## config.mk

```make
export PLATFORM = sky130hd
export DESIGN_NAME = mem_port_seq
export DESIGN_NICKNAME = d
export VERILOG_FILES = /design/src/rtl/cpu_mem_pkg.sv /design/src/rtl/wait_timer.sv /design/src/rtl/mem_port_seq.sv
export SDC_FILE = /design/constraint.sdc
export NUM_CORES = 1
export LEC_CHECK = 0
export CAP_MARGIN = 25
export CORE_MARGIN = 2
export CORE_UTILIZATION = 48
export DETAILED_ROUTE_END_ITERATION = 16
export PLACE_DENSITY_LB_ADDON = 0.2
export SETUP_SLACK_MARGIN = 0.2
export SLEW_MARGIN = 20
export SYNTH_ARGS = -nofsm -noshare
export SYNTH_HDL_FRONTEND = slang
export SYNTH_SLANG_ARGS = --single-unit
export TNS_END_PERCENT = 5
```

## constraint.sdc

```tcl
create_clock -name clk -period 5.1 [get_ports clk]
set_clock_uncertainty 0.15 [all_clocks]
set_input_delay 1.02 -clock clk [delete_from_list [all_inputs] [get_ports clk]]
set_output_delay 1.02 -clock clk [all_outputs]
set_load 0.01 [all_outputs]
```

## src/rtl/cpu_mem_pkg.sv

```systemverilog
// Shared definitions for the CPU memory port sequencer: bus width, timeout default, FSM states.
package cpu_mem_pkg;

    localparam int unsigned WORD_SIZE       = 16;
    localparam int unsigned TIMEOUT_DEFAULT = 255;
    localparam int unsigned WAIT_W          = 8;

    typedef enum logic [2:0] {
        ST_IDLE,
        ST_FETCH,
        ST_LOAD,
        ST_STORE,
        ST_RESP
    } state_t;

endpackage

```

## src/rtl/wait_timer.sv

```systemverilog
// Wait-cycle counter for a memory access; tc flags the last cycle an access may wait.
module wait_timer
    import cpu_mem_pkg::*;
#(
    parameter int unsigned TIMEOUT = TIMEOUT_DEFAULT
) (
    input  logic clk,
    input  logic reset_n,
    input  logic clear,
    input  logic enable,
    output logic tc
);

    logic [WAIT_W-1:0] r_count;

    always_ff @(posedge clk or negedge reset_n) begin
        if (!reset_n) begin
            r_count <= '0;
        end else if (clear) begin
            r_count <= '0;
        end else if (enable) begin
            r_count <= r_count + 1'b1;
        end
    end

    // One more idle wait from here makes the count reach TIMEOUT.
    assign tc = (r_count == WAIT_W'(TIMEOUT - 1));

endmodule

```

## src/rtl/mem_port_seq.sv

```systemverilog
// Arbitrates fetch and data requests onto a single handshaked memory bus; all outputs registered.
module mem_port_seq #(
    parameter int unsigned WORD_SIZE = cpu_mem_pkg::WORD_SIZE,
    parameter int unsigned TIMEOUT   = cpu_mem_pkg::TIMEOUT_DEFAULT
) (
    input  logic                 clk,
    input  logic                 reset_n,
    input  logic                 if_req,
    input  logic [WORD_SIZE-1:0] if_addr,
    output logic                 if_grant,
    output logic [WORD_SIZE-1:0] if_rdata,
    input  logic                 dm_req,
    input  logic                 dm_we,
    input  logic [WORD_SIZE-1:0] dm_addr,
    input  logic [WORD_SIZE-1:0] dm_wdata,
    output logic                 dm_done,
    output logic [WORD_SIZE-1:0] dm_rdata,
    output logic                 readM,
    output logic                 writeM,
    output logic [WORD_SIZE-1:0] address,
    output logic [WORD_SIZE-1:0] data_out,
    input  logic [WORD_SIZE-1:0] data_in,
    input  logic                 inputReady,
    output logic                 busy,
    output logic                 timeout_err
);
    import cpu_mem_pkg::*;

    state_t               r_state, w_next;
    logic                 r_is_dm, r_readM, r_writeM, r_busy, r_if_grant, r_dm_done, r_tmo;
    logic [1:0]           r_streak;
    logic [WORD_SIZE-1:0] r_addr, r_wdata, r_data_out, r_if_rdata, r_dm_rdata;

    logic                 w_is_dm, w_readM, w_writeM, w_busy, w_if_grant, w_dm_done, w_tmo;
    logic [1:0]           w_streak;
    logic [WORD_SIZE-1:0] w_addr, w_wdata, w_data_out, w_if_rdata, w_dm_rdata, w_rd_val;
    logic                 w_access, w_pick_if, w_pick_dm, w_finish, w_abort, w_tc;
    logic                 w_clear, w_enable;

    assign w_access  = (r_state == ST_FETCH) || (r_state == ST_LOAD) || (r_state == ST_STORE);
    // Fetch wins only when unopposed or after two data grants starved it.
    assign w_pick_if = if_req && (!dm_req || (r_streak == 2'd2));
    assign w_pick_dm = dm_req && !w_pick_if;
    assign w_finish  = w_access && (inputReady || w_tc);
    assign w_abort   = w_access && !inputReady && w_tc;
    assign w_clear   = !w_access;
    assign w_enable  = w_access && !inputReady;

    wait_timer #(.TIMEOUT(TIMEOUT)) u_wait_timer (
        .clk    (clk),
        .reset_n(reset_n),
        .clear  (w_clear),
        .enable (w_enable),
        .tc     (w_tc)
    );

    always_ff @(posedge clk or negedge reset_n) begin
        if (!reset_n) begin
            r_state <= ST_IDLE;
        end else begin
            r_state <= w_next;
        end
    end

    always_comb begin
        w_next = r_state;
        case (r_state)
            ST_IDLE: begin
                if (w_pick_dm)      w_next = dm_we ? ST_STORE : ST_LOAD;
                else if (w_pick_if) w_next = ST_FETCH;
            end
            ST_FETCH, ST_LOAD, ST_STORE: begin
                if (w_finish) w_next = ST_RESP;
            end
            ST_RESP: w_next = ST_IDLE;
            default: w_next = ST_IDLE;
        endcase
    end

    always_comb begin
        w_addr     = r_addr;
        w_wdata    = r_wdata;
        w_is_dm    = r_is_dm;
        w_streak   = r_streak;
        w_if_rdata = r_if_rdata;
        w_dm_rdata = r_dm_rdata;
        w_rd_val   = inputReady ? data_in : '0;
        if (r_state == ST_IDLE) begin
            if (w_pick_dm) begin
                w_addr   = dm_addr;
                w_wdata  = dm_wdata;
                w_is_dm  = 1'b1;
                w_streak = if_req ? 2'(r_streak + 2'd1) : 2'd0;
            end else if (w_pick_if) begin
                w_addr   = if_addr;
                w_is_dm  = 1'b0;
                w_streak = 2'd0;
            end
        end
        // Stores leave dm_rdata alone unless they abort, which forces zero.
        if (w_finish && ((r_state != ST_STORE) || w_abort)) begin
            if (r_is_dm) w_dm_rdata = w_rd_val;
            else         w_if_rdata = w_rd_val;
        end
        w_readM    = (w_next == ST_FETCH) || (w_next == ST_LOAD);
        w_writeM   = (w_next == ST_STORE);
        w_busy     = (w_next != ST_IDLE);
        w_data_out = (w_next == ST_STORE) ? w_wdata : '0;
        w_if_grant = w_finish && !r_is_dm;
        w_dm_done  = w_finish && r_is_dm;
        w_tmo      = w_abort;
    end

    always_ff @(posedge clk or negedge reset_n) begin
        if (!reset_n) begin
            r_addr     <= '0;
            r_wdata    <= '0;
            r_is_dm    <= 1'b0;
            r_streak   <= '0;
            r_if_rdata <= '0;
            r_dm_rdata <= '0;
            r_readM    <= 1'b0;
            r_writeM   <= 1'b0;
            r_busy     <= 1'b0;
            r_data_out <= '0;
            r_if_grant <= 1'b0;
            r_dm_done  <= 1'b0;
            r_tmo      <= 1'b0;
        end else begin
            r_addr     <= w_addr;
            r_wdata    <= w_wdata;
            r_is_dm    <= w_is_dm;
            r_streak   <= w_streak;
            r_if_rdata <= w_if_rdata;
            r_dm_rdata <= w_dm_rdata;
            r_readM    <= w_readM;
            r_writeM   <= w_writeM;
            r_busy     <= w_busy;
            r_data_out <= w_data_out;
            r_if_grant <= w_if_grant;
            r_dm_done  <= w_dm_done;
            r_tmo      <= w_tmo;
        end
    end

    assign if_grant    = r_if_grant;
    assign if_rdata    = r_if_rdata;
    assign dm_done     = r_dm_done;
    assign dm_rdata    = r_dm_rdata;
    assign readM       = r_readM;
    assign writeM      = r_writeM;
    assign address     = r_addr;
    assign data_out    = r_data_out;
    assign busy        = r_busy;
    assign timeout_err = r_tmo;

endmodule

```

==> results of run 1 <==
[metrics by stage]
step                      setup WS, ns  cell area (um2)  hold slack, ns  total power, W
after floorplan                   2.72             4000           0.302         0.00200
after global placement            1.84             5440           0.315         0.00258
after detailed placement          1.81             5450           0.321         0.00263
after CTS                         2.20             5640           0.343         0.00312
after global routing              2.07             5640           0.369         0.00330
final                             2.17             5640           0.339         0.00308
[routing by layer]
metal,vias up,share of wire [%],GRT usage [%]
met1,1433,43,26.8
met3,16,6.8,4.74
met5,-,0,0
li1,1382,-,-
met4,0,2.6,9.30
met2,100,48,30.6
[state kept, by name, summed over array words and instances (netlist names)]
signal and flops:
timeout_err 1, dm_rdata 16, dm_done 1, if_grant 1, if_rdata 16, busy 1
r_wdata 16, u_wait_timer.r_count 8, r_is_dm 1, data_out 16, readM 1, writeM 1
address 16, r_state 3, r_streak 2
[worst register-to-register path, stage by stage (launching register included)]
cell      delay (ns)
dfrtp_1         0.52
o21bai_2        0.28
a311oi_4        0.79
nand2_4         0.27
a32o_1          0.28
[cell usage in the layout (no fill, tap or decap), types with 4 or more instances in the layout]
master / netlist / routed
a21oi_1: 18 / 18
a32o_1: 32 / 32
buf_4: 1 / 4
clkbuf_8: 0 / 10
clkdlybuf4s50_1: 0 / 138
dfrtp_1: 100 / 100
inv_1: 23 / 23
mux2i_1: 32 / 32
nor2_1: 27 / 27
nor3_1: 17 / 17
xor2_1: 5 / 5
[path summary, 6_finish.rpt]
kind                                      start                                   to  cells past startpoint
max                                      dm_req                       busy$_DFF_PN0_                      5
min                        r_wdata[7]$_DFF_PN0_                 r_wdata[7]$_DFF_PN0_                      2
max reg2reg                r_state[1]$_DFF_PN0_             dm_rdata[15]$_DFFE_PN0P_                      4
min reg2reg                r_wdata[7]$_DFF_PN0_                 r_wdata[7]$_DFF_PN0_                      2
max in group asynchronous               reset_n  u_wait_timer.r_count[3]$_DFFE_PN0P_                      2
min in group asynchronous               reset_n                 r_wdata[8]$_DFF_PN0_                      1
[cell families after synthesis]
logic type	Yosys count	share of synthesized area (%)
xor gates and xnor gates	7	1.53
and+or+nand+nor	64	8.10
AOI/OAI and AO/OA	62	13.7
muxes	33	8.28
buffers and inverters	44	4.94
DFF	100	62.5
adders and majority gates	3	0.938
[power groups by stage]
stage | combinational (W) | sequential [W] | clock [W]
2_1_floorplan | 0.000629 | 0.00137 | 0
3_3_place_gp | 0.00131 | 0.00127 | 0
3_5_place_dp | 0.00135 | 0.00128 | 0
4_1_cts | 0.00135 | 0.00127 | 0.000498
5_1_grt | 0.00147 | 0.00130 | 0.000534
6_report | 0.00134 | 0.00127 | 0.000480
[area by class of cell]
cell class                      instances  area, um2  share of cell area (%)
Sequential cell                       100       2500                    44.3
Timing Repair Buffer                  143       1430                    25.3
Multi-Input combinational cell        169       1310                    23.1
Clock buffer                           10        138                    2.44
Tap cell                              105        131                    2.33
Inverter                               23       86.3                    1.53
Clock inverter                          6       53.8                   0.953
==> impl_metrics.csv, run 1 <==
group,metric,value,unit
synthesis,syn_area_per_cell,12.8,um2
drt,num_vias,2931,
power,p_int,0.00201,W
grt,grt_pass1_vias,2843,
power,ir_worst_vdd,0.246,mV
worst_setup_path,crit_family,"compound AO/OA/AOI/OAI gates",
sta,max_freq,0.341,GHz
synthesis,ys_ff_latch,100,
layout,num-fill-cells,606,
grt,grt_pass1_wl,13800,um
power,pwr_density_cell,546,nW/um2
power,sequentialPowerShare,41.0,%
clock_network,clockRootBuffer,"clkbuf_8",
sta,tns,0,ns
grt,grt_max_degree,52,
worst_setup_path,arrival,2.99,ns
worst_setup_path,endpoint_kind,"flop",
clock_network,post_cts.repair.setup_buffers,0,
power,power_leakage,2.55,nW
power,p_sw,0.00108,W
power,power_frac_clock,15.6,%
worst_setup_path,path_class,"input port to flop",
die,die_w,95.3,um
die,start_util,49.2,%
worst_setup_path,rrSetupSlack,2.71,ns
synthesis,yosys_warnings,0,
synthesis,ys.flop_type,"dfrtp_1",
synthesis,yosys-top-cells-area,"dfrtp_1 (63%), a32o_1 (8.0%), mux2i_1 (8.0%), nor2_1 (2.5%), a21oi_1 (2.3%)",
drt,routed_wl,8460,um
layout,n_antenna_cell,0,
min_path,worst_hold_path_type,"flop to flop",
worst_setup_path,crit_fanout,20,
power,swShare,35.0,%
layout,drive_gt1_share,6.87,%
layout,layout.cells.non_filler,556,
clock_network,ctsResizeCount,0,
synthesis,async_flop_share,100,%
placement,io_buffer_count,139,
sta,fin_crit,2.93,ns
synthesis,syn_inst,313,
worst_setup_path,start_kind,"input port",
synthesis,yosys.cell_count.top_type,"dfrtp_1",
sta,tightest_slew,0.912,ns
drt,ant_nets,0,
sta,fin_crit_sh,57.5,%
drt,drc,0,
worst_setup_path,crit_chain,"clkdlybuf4s50_1 > a21boi_2 > nand2_2 > o31a_1 > nand3_1",
sta,finalSetupViolations,0,
grt,grt_usage,19.9,%
die,io_pins,140,
layout,finish.utilization,69.4,%
clock_network,cts_buffer_depth,2,
synthesis,synth_top_area_cell,"dfrtp_1",
grt,antenna_found_initial,0,
synthesis,yosys-top-cells-count,"dfrtp_1 (100), a32o_1 (32), mux2i_1 (32)",
drt,first_pass_iters,5,
sta,relSlewSlack,39.2,%
placement,place_congestion,0.751,
clock_network,cts_tree,"built",
grt,grt_overflow,0,
clock_network,htreeDepth,3,
synthesis,synth-edff-count,0,
worst_setup_path,critPathBufInv,1,
sta,drv_slew,0,
placement,dp.cells,540,
drt,wl_per_cell,15.2,um
placement,dp_hpwl,6010,um
sta,hold_viol_final,0,
clock_network,clkTransAtPathRegs,0.10,ns
layout,nNetsFinal,519,
synthesis,syn_nets,386,
synthesis,synth_cell_types,39,
worst_setup_path,cp_slowest_cell,"o31a_1",
power,pwr-share-comb,43.4,%
die,die_y,95.3,um
run,cap_violations,0,
clock_network,clock_latency,0.36,ns
worst_setup_path,cp.required,5.16,ns
clock_network,clkSinkCount,100,
run_status,outcome,"finished clean",
synthesis,synth_area,4000,um2
synthesis,yosysTopAreaCellShare,62.5,%
synthesis,yosysSeqAreaShare,62.5,%
clock_network,cts-buffers-inserted,9,
drt,first_iter_violations,141,
die,std_cell_rows,33,
clock_network,cts_hold_buffers,0,
sta,rsz0062_at_grt,"no",
drt,viasPerCell,5.27,
die,dieArea,9080,um2
die,core-area,8130,um2
layout,area_delta_synth_final,41.0,%
worst_setup_path,slowest_delay,0.77,ns
Note: power is estimated with default switching activity, not from simulation.
==> run 2: changes to the inputs <==
--- a/config.mk
+++ b/config.mk
@@ -7,7 +7,7 @@
 export LEC_CHECK = 0
 export CAP_MARGIN = 25
 export CORE_MARGIN = 2
-export CORE_UTILIZATION = 48
+export CORE_UTILIZATION = 41
 export DETAILED_ROUTE_END_ITERATION = 16
 export PLACE_DENSITY_LB_ADDON = 0.2
 export SETUP_SLACK_MARGIN = 0.2
==> constraint.sdc (replaced) <==
create_clock -name clk -period 2.4 [get_ports clk]
set_clock_uncertainty 0.15 [all_clocks]
set_input_delay 0.48 -clock clk [delete_from_list [all_inputs] [get_ports clk]]
set_output_delay 0.48 -clock clk [all_outputs]
set_load 0.01 [all_outputs]
==> run 2 against run 1 <==
Sequential share of layout area decreased by 1.2 points. Combinational power up 120%. Final area rose by 2.7%. Die area is 16% higher. Flip-flop and latch count stayed put. Setup slack worse by 1.8 ns. Clock power rose by 130%. Critical path depth unchanged. Hold slack hardly changed. Routed wire length increased by 6.1%. Total power increased by 120%. Critical path type is now flop to flop.
==> impl_metrics.csv, run 2 (same netlist as run 1, synthesis figures left out) <==
group,metric,value,unit
layout,n_antenna_cell,0,
placement,pre_cts_ws,0.0194,ns
layout,drive_gt1_share,8.48,%
grt,grt_max_degree,41,
die,io_pins,140,
worst_setup_path,rr_worst_depth,5,
clock_network,clkSinkCount,100,
power,sequentialPowerShare,39.9,%
run_status,outcome,"finished clean",
sta,relSlewSlack,46.3,%
run,cap_violations,0,
drt,ant_nets,0,
drt,wl_per_cell,15.1,um
power,power_leakage,2.60,nW
power,swShare,34.6,%
die,die_y,103,um
worst_setup_path,endpoint_kind,"flop",
clock_network,cts-buffers-inserted,9,
sta,max_freq,0.504,GHz
sta,finalSetupViolations,0,
worst_setup_path,cp_slowest_cell,"o31a_1",
min_path,holdPathEnd,"r_wdata[9]$_DFF_PN0_",
grt,antenna_found_initial,0,
sta,tightest_slew,0.805,ns
clock_network,clock_latency,0.35,ns
worst_setup_path,arrival,2.05,ns
power,power_frac_clock,16.5,%
drt,viasPerCell,4.92,
sta,hold_viol_final,0,
placement,io_buffer_count,139,
clock_network,htreeDepth,3,
worst_setup_path,cp.required,2.47,ns
clock_network,clockRootBuffer,"clkbuf_8",
grt,grt_pass1_wl,14400,um
drt,first_iter_violations,103,
worst_setup_path,path_class,"flop to flop",
power,p_sw,0.00234,W
layout,nNetsFinal,528,
worst_setup_path,r2r-end,"busy$_DFF_PN0_",
min_path,worst_hold_path_type,"flop to flop",
drt,first_pass_iters,4,
die,std_cell_rows,36,
power,ir_worst_vdd,0.591,mV
power,pwr_density_cell,1170,nW/um2
clock_network,post_cts.repair.setup_buffers,0,
min_path,hold_path_depth,2,
die,start_util,41.5,%
grt,grt_pass1_vias,3017,
worst_setup_path,start_kind,"flop",
clock_network,cts_buffer_depth,2,
sta,tns,0,ns
sta,drv_slew,0,
worst_setup_path,r2r_start,"u_wait_timer.r_count[0]$_DFFE_PN0P_",
worst_setup_path,crit_chain,"inv_1 > ha_1 > a41o_1 > o31a_1 > nand3_1",
placement,place_congestion,0.827,
clock_network,clkTransAtPathRegs,0.10,ns
drt,routed_wl,8970,um
worst_setup_path,slowest_delay,0.66,ns
sta,rsz0062_at_grt,"no",
placement,dp_hpwl,6280,um
layout,area_delta_synth_final,44.8,%
sta,fin_crit,1.99,ns
grt,grt_usage,17.5,%
drt,drc,0,
power,p_int,0.00442,W
layout,final_common_cell,"clkdlybuf4s50_1",
die,die_w,103,um
die,dieArea,10600,um2
die,core-area,9640,um2
power,pwr-share-comb,43.6,%
worst_setup_path,crit_fanout,20,
drt,num_vias,2916,
worst_setup_path,rrSetupSlack,0.41,ns
layout,finish.utilization,60.1,%
clock_network,cts_tree,"built",
sta,fin_crit_sh,82.7,%
min_path,holdCritStartpoint,"r_wdata[9]$_DFF_PN0_",
sta,fin_hold_ws,0.339,ns
grt,grt_overflow,0,
layout,layout_common_cells,"clkdlybuf4s50_1 (138), dfrtp_1 (100), mux2i_1 (32), a32o_1 (32), nor2_1 (27)",
sta,setup_slack,0.414,ns
[run 2: routing by layer]
layer	track usage, %	wire length, um
met1	21.0	3700
met2	30.4	4620
met3	4.68	507
met4	6.48	151
met5	0	0
[run 2: per-stage QoR]
stage	area [um2]	instances	power (W)
floorplan	4000	313	0.00424
global placement	5580	576	0.00565
detailed placement	5580	576	0.00573
CTS	5800	593	0.00686
global route	5800	593	0.00723
finish	5800	593	0.00676
[run 2: repair_timing]
| item | 4_1_cts | 5_1_grt |
|---|---|---|
| hold buffers | 1 | 0 |
| hold endpoints to repair | 38 | 0 |
| gates resized for setup | 0 | 0 |
[run 2: power by group through the flow]
stage / combinational (W) / sequential, W / clock (W)
2_1_floorplan: 0.00134 / 0.00290 / 0
5_1_grt: 0.00324 / 0.00278 / 0.00121
3_5_place_dp: 0.00299 / 0.00274 / 0
3_3_place_gp: 0.00293 / 0.00272 / 0
4_1_cts: 0.00300 / 0.00271 / 0.00115
6_report: 0.00295 / 0.00270 / 0.00111
[run 2: worst max-delay path, delay by kind of cell, from the launching register on]
family	cells	cell delay, ns
compound gates	2	0.88
fa+ha+maj	1	0.16
buf+inv	1	0.08
flops	1	0.43
simple gates	1	0.14
[run 2: worst max-delay path by stage]
stage,start,end,depth (start not counted)
after CTS,u_wait_timer.r_count[0]$_DFFE_PN0P_,busy$_DFF_PN0_,5
after detailed placement,dm_req,busy$_DFF_PN0_,5
after floorplan,r_streak[0]$_DFFE_PN0P_,data_out[6]$_DFF_PN0_,8
final,u_wait_timer.r_count[0]$_DFFE_PN0P_,busy$_DFF_PN0_,5
after global routing,u_wait_timer.r_count[0]$_DFFE_PN0P_,busy$_DFF_PN0_,5
after global placement,dm_req,busy$_DFF_PN0_,5
[run 2: cell type report]
class                   instances  area [um2]
clock inverters                 7        85.1
well taps                     133         166
inverters                      23        86.3
flip-flops and latches        100        2500
clock buffers                   9         124
repair buffers                152        1530
fillers                       836        3840
multi-input cells             169        1310
==> run 3: changes to the inputs <==
--- a/config.mk
+++ b/config.mk
@@ -7,7 +7,7 @@
 export LEC_CHECK = 0
 export CAP_MARGIN = 25
 export CORE_MARGIN = 2
-export CORE_UTILIZATION = 41
+export CORE_UTILIZATION = 45
 export DETAILED_ROUTE_END_ITERATION = 16
 export PLACE_DENSITY_LB_ADDON = 0.2
 export SETUP_SLACK_MARGIN = 0.2
==> constraint.sdc (replaced) <==
create_clock -name clk -period 1.95 [get_ports clk]
set_clock_uncertainty 0.15 [all_clocks]
set_input_delay 0.39 -clock clk [delete_from_list [all_inputs] [get_ports clk]]
set_output_delay 0.39 -clock clk [all_outputs]
set_load 0.01 [all_outputs]
==> run 3 against run 2 <==
Core utilization up 8.6 points. Routed wire length up 7.1%. Setup slack worse by 0.29 ns. Critical endpoint is now if_rdata[1]. Hold slack lost 0.0014 ns. Flip-flop and latch count stayed put. Final cell count shrank 1.7%. First-iteration DRC count grew 13%. Final area grew 2.9%. Critical path depth fell by 4. Die area fell by 8.6%. Highest routed layer unchanged. Non-clock buffer count rose by 15. Sequential power increased by 23%.
==> impl_metrics.csv, run 3 (same netlist as run 1, synthesis figures left out) <==
group,metric,value,unit
worst_setup_path,cp.required,1.41,ns
die,io_pins,140,
layout,drive_gt1_share,12.8,%
power,p_int,0.00568,W
die,die_w,98.3,um
sta,max_freq,0.547,GHz
worst_setup_path,cp_slowest_cell,"clkdlybuf4s50_1",
clock_network,clkSinkCount,100,
drt,wl_met1,3840,um
worst_setup_path,crit_chain,"clkdlybuf4s50_1",
power,pwr_density_cell,1450,nW/um2
die,core-area,8680,um2
power,swShare,34.3,%
clock_network,cts_buffer_depth,2,
placement,place_congestion,0.759,
clock_network,cts-buffers-inserted,9,
sta,hold_viol_final,0,
clock_network,clock_latency,0.36,ns
worst_setup_path,rrSetupSlack,0.20,ns
sta,finalSetupViolations,0,
worst_setup_path,crit_family,"buffers and inverters",
sta,fin_crit_sh,93.8,%
run,cap_violations,0,
clock_network,cts_tree,"built",
power,p_sw,0.00297,W
sta,fin_crit,1.83,ns
die,dieArea,9660,um2
sta,relSlewSlack,74.4,%
layout,layout_common_cells,"clkdlybuf4s50_1 (132), dfrtp_1 (100), a32o_1 (32), mux2i_1 (30), nor2_1 (27)",
drt,ant_nets,0,
grt,antenna_found_initial,0,
sta,tns,0,ns
worst_setup_path,arrival,1.29,ns
worst_setup_path,start_kind,"flop",
sta,rsz0062_at_grt,"yes",
grt,grt_pass1_wl,15200,um
drt,first_iter_violations,116,
drt,num_vias,3069,
grt,grt_pass1_vias,3155,
placement,io_buffer_count,139,
worst_setup_path,critPathBufInv,1,
layout,n_antenna_cell,0,
die,die_y,98.3,um
drt,top_layer,"met4",
drt,first_pass_iters,4,
layout,regArea,2500,um2
layout,area_delta_synth_final,49.1,%
die,start_util,46.1,%
power,power_frac_clock,16.6,%
grt,grt_max_degree,39,
worst_setup_path,crit_fanout,2,
worst_setup_path,path_class,"flop to primary output",
power,ir_worst_vdd,0.533,mV
min_path,worst_hold_path_type,"input port to asynchronous set/reset pin",
grt,grt_overflow,0,
layout,final_common_cell,"clkdlybuf4s50_1",
sta,tightest_slew,0.384,ns
drt,wl_per_cell,16.5,um
sta,drv_slew,0,
run_status,outcome,"finished clean",
power,power_leakage,2.71,nW
layout,nNetsFinal,543,
layout,num-fill-cells,657,
layout,multi_input_area,1370,um2
drt,viasPerCell,5.26,
worst_setup_path,slowest_delay,0.55,ns
drt,drc,0,
clock_network,clockRootBuffer,"clkbuf_8",
clock_network,htreeDepth,3,
placement,place_area,5630,um2
grt,grt_usage,19.8,%
drt,dr_wl_met3,552,um
die,std_cell_rows,34,
layout,final_area,5970,um2
clock_network,clkTransAtPathRegs,0.09,ns
placement,dp_hpwl,6730,um
worst_setup_path,endpoint_kind,"primary output",
power,pwr-share-comb,45.0,%
drt,routed_wl,9610,um
power,sequentialPowerShare,38.5,%
drt,route.met2.wl,5000,um
==> run 3: changes by cell type in the layout (fill, tap and decap cells not counted), moves of 2 or more <==
cell,delta
buf_4,+11
buf_6,+3
clkdlybuf4s50_1,-6
dlygate4sd2_1,+5
inv_8,-2
mux2i_1,-2
nor3_1,-4
nor3_2,+2
nor3_4,+2
==> run 3: stage by stage <==
step                std cells  power (W)  hold slack (ns)  util, %  setup slack (ns)
finish                    583    0.00865            0.338     68.8             0.120
CTS                       577    0.00857            0.341     67.4             0.108
global route              583    0.00917            0.352     68.8            0.0847
floorplan                 313    0.00523          -0.0556        -             0.190
detailed placement        560    0.00716            0.193     64.9            -0.164
global placement          560    0.00701            0.188     64.9            -0.123
==> run 3: layout make-up <==
type / count / share of cell area, %
tap: 108 / 2.26
multi-input combinational: 169 / 22.9
inverter: 23 / 1.45
timing repair buffer: 167 / 27.8
sequential: 100 / 41.9
clock buffer: 10 / 2.14
clock inverter: 6 / 1.49
==> run 3: path summary, 6_finish.rpt <==
kind	startpoint	to	cells past startpoint
setup reg to reg	r_streak[0]$_DFFE_PN0P_	address[15]$_DFFE_PN0P_	6
hold / removal	reset_n	data_out[12]$_DFF_PN0_	2
min in group clk	r_wdata[4]$_DFF_PN0_	r_wdata[4]$_DFF_PN0_	2
hold reg to reg	r_wdata[4]$_DFF_PN0_	r_wdata[4]$_DFF_PN0_	2
setup / recovery	if_rdata[1]$_DFFE_PN0P_	if_rdata[1]	1
max in group asynchronous	reset_n	dm_rdata[1]$_DFFE_PN0P_	3
==> run 3: per-layer routing <==
metal / track usage (%) / up-vias
li1: - / 1432
met1: 23.5 / 1514
met2: 34.4 / 104
met3: 4.87 / 19
met4: 8.54 / 0
met5: 0 / -
==> run 3: what timing repair did <==
action | CTS | global route
cloned | 0 | 0
hold buffers | 1 | 0
endpoints found under the hold margin | 27 | 0
buffers inserted | 0 | 6
endpoints found under the setup margin | 101 | 150
pin swaps | 0 | 5
resized for setup | 5 | 15
==> run 3: power groups by stage <==
stage          combinational (W)  sequential (W)  clock [W]
6_report                 0.00389         0.00333    0.00143
4_1_cts                  0.00379         0.00332    0.00146
2_1_floorplan            0.00165         0.00357          0
3_5_place_dp             0.00380         0.00336          0
5_1_grt                  0.00420         0.00344    0.00153
3_3_place_gp             0.00369         0.00332          0
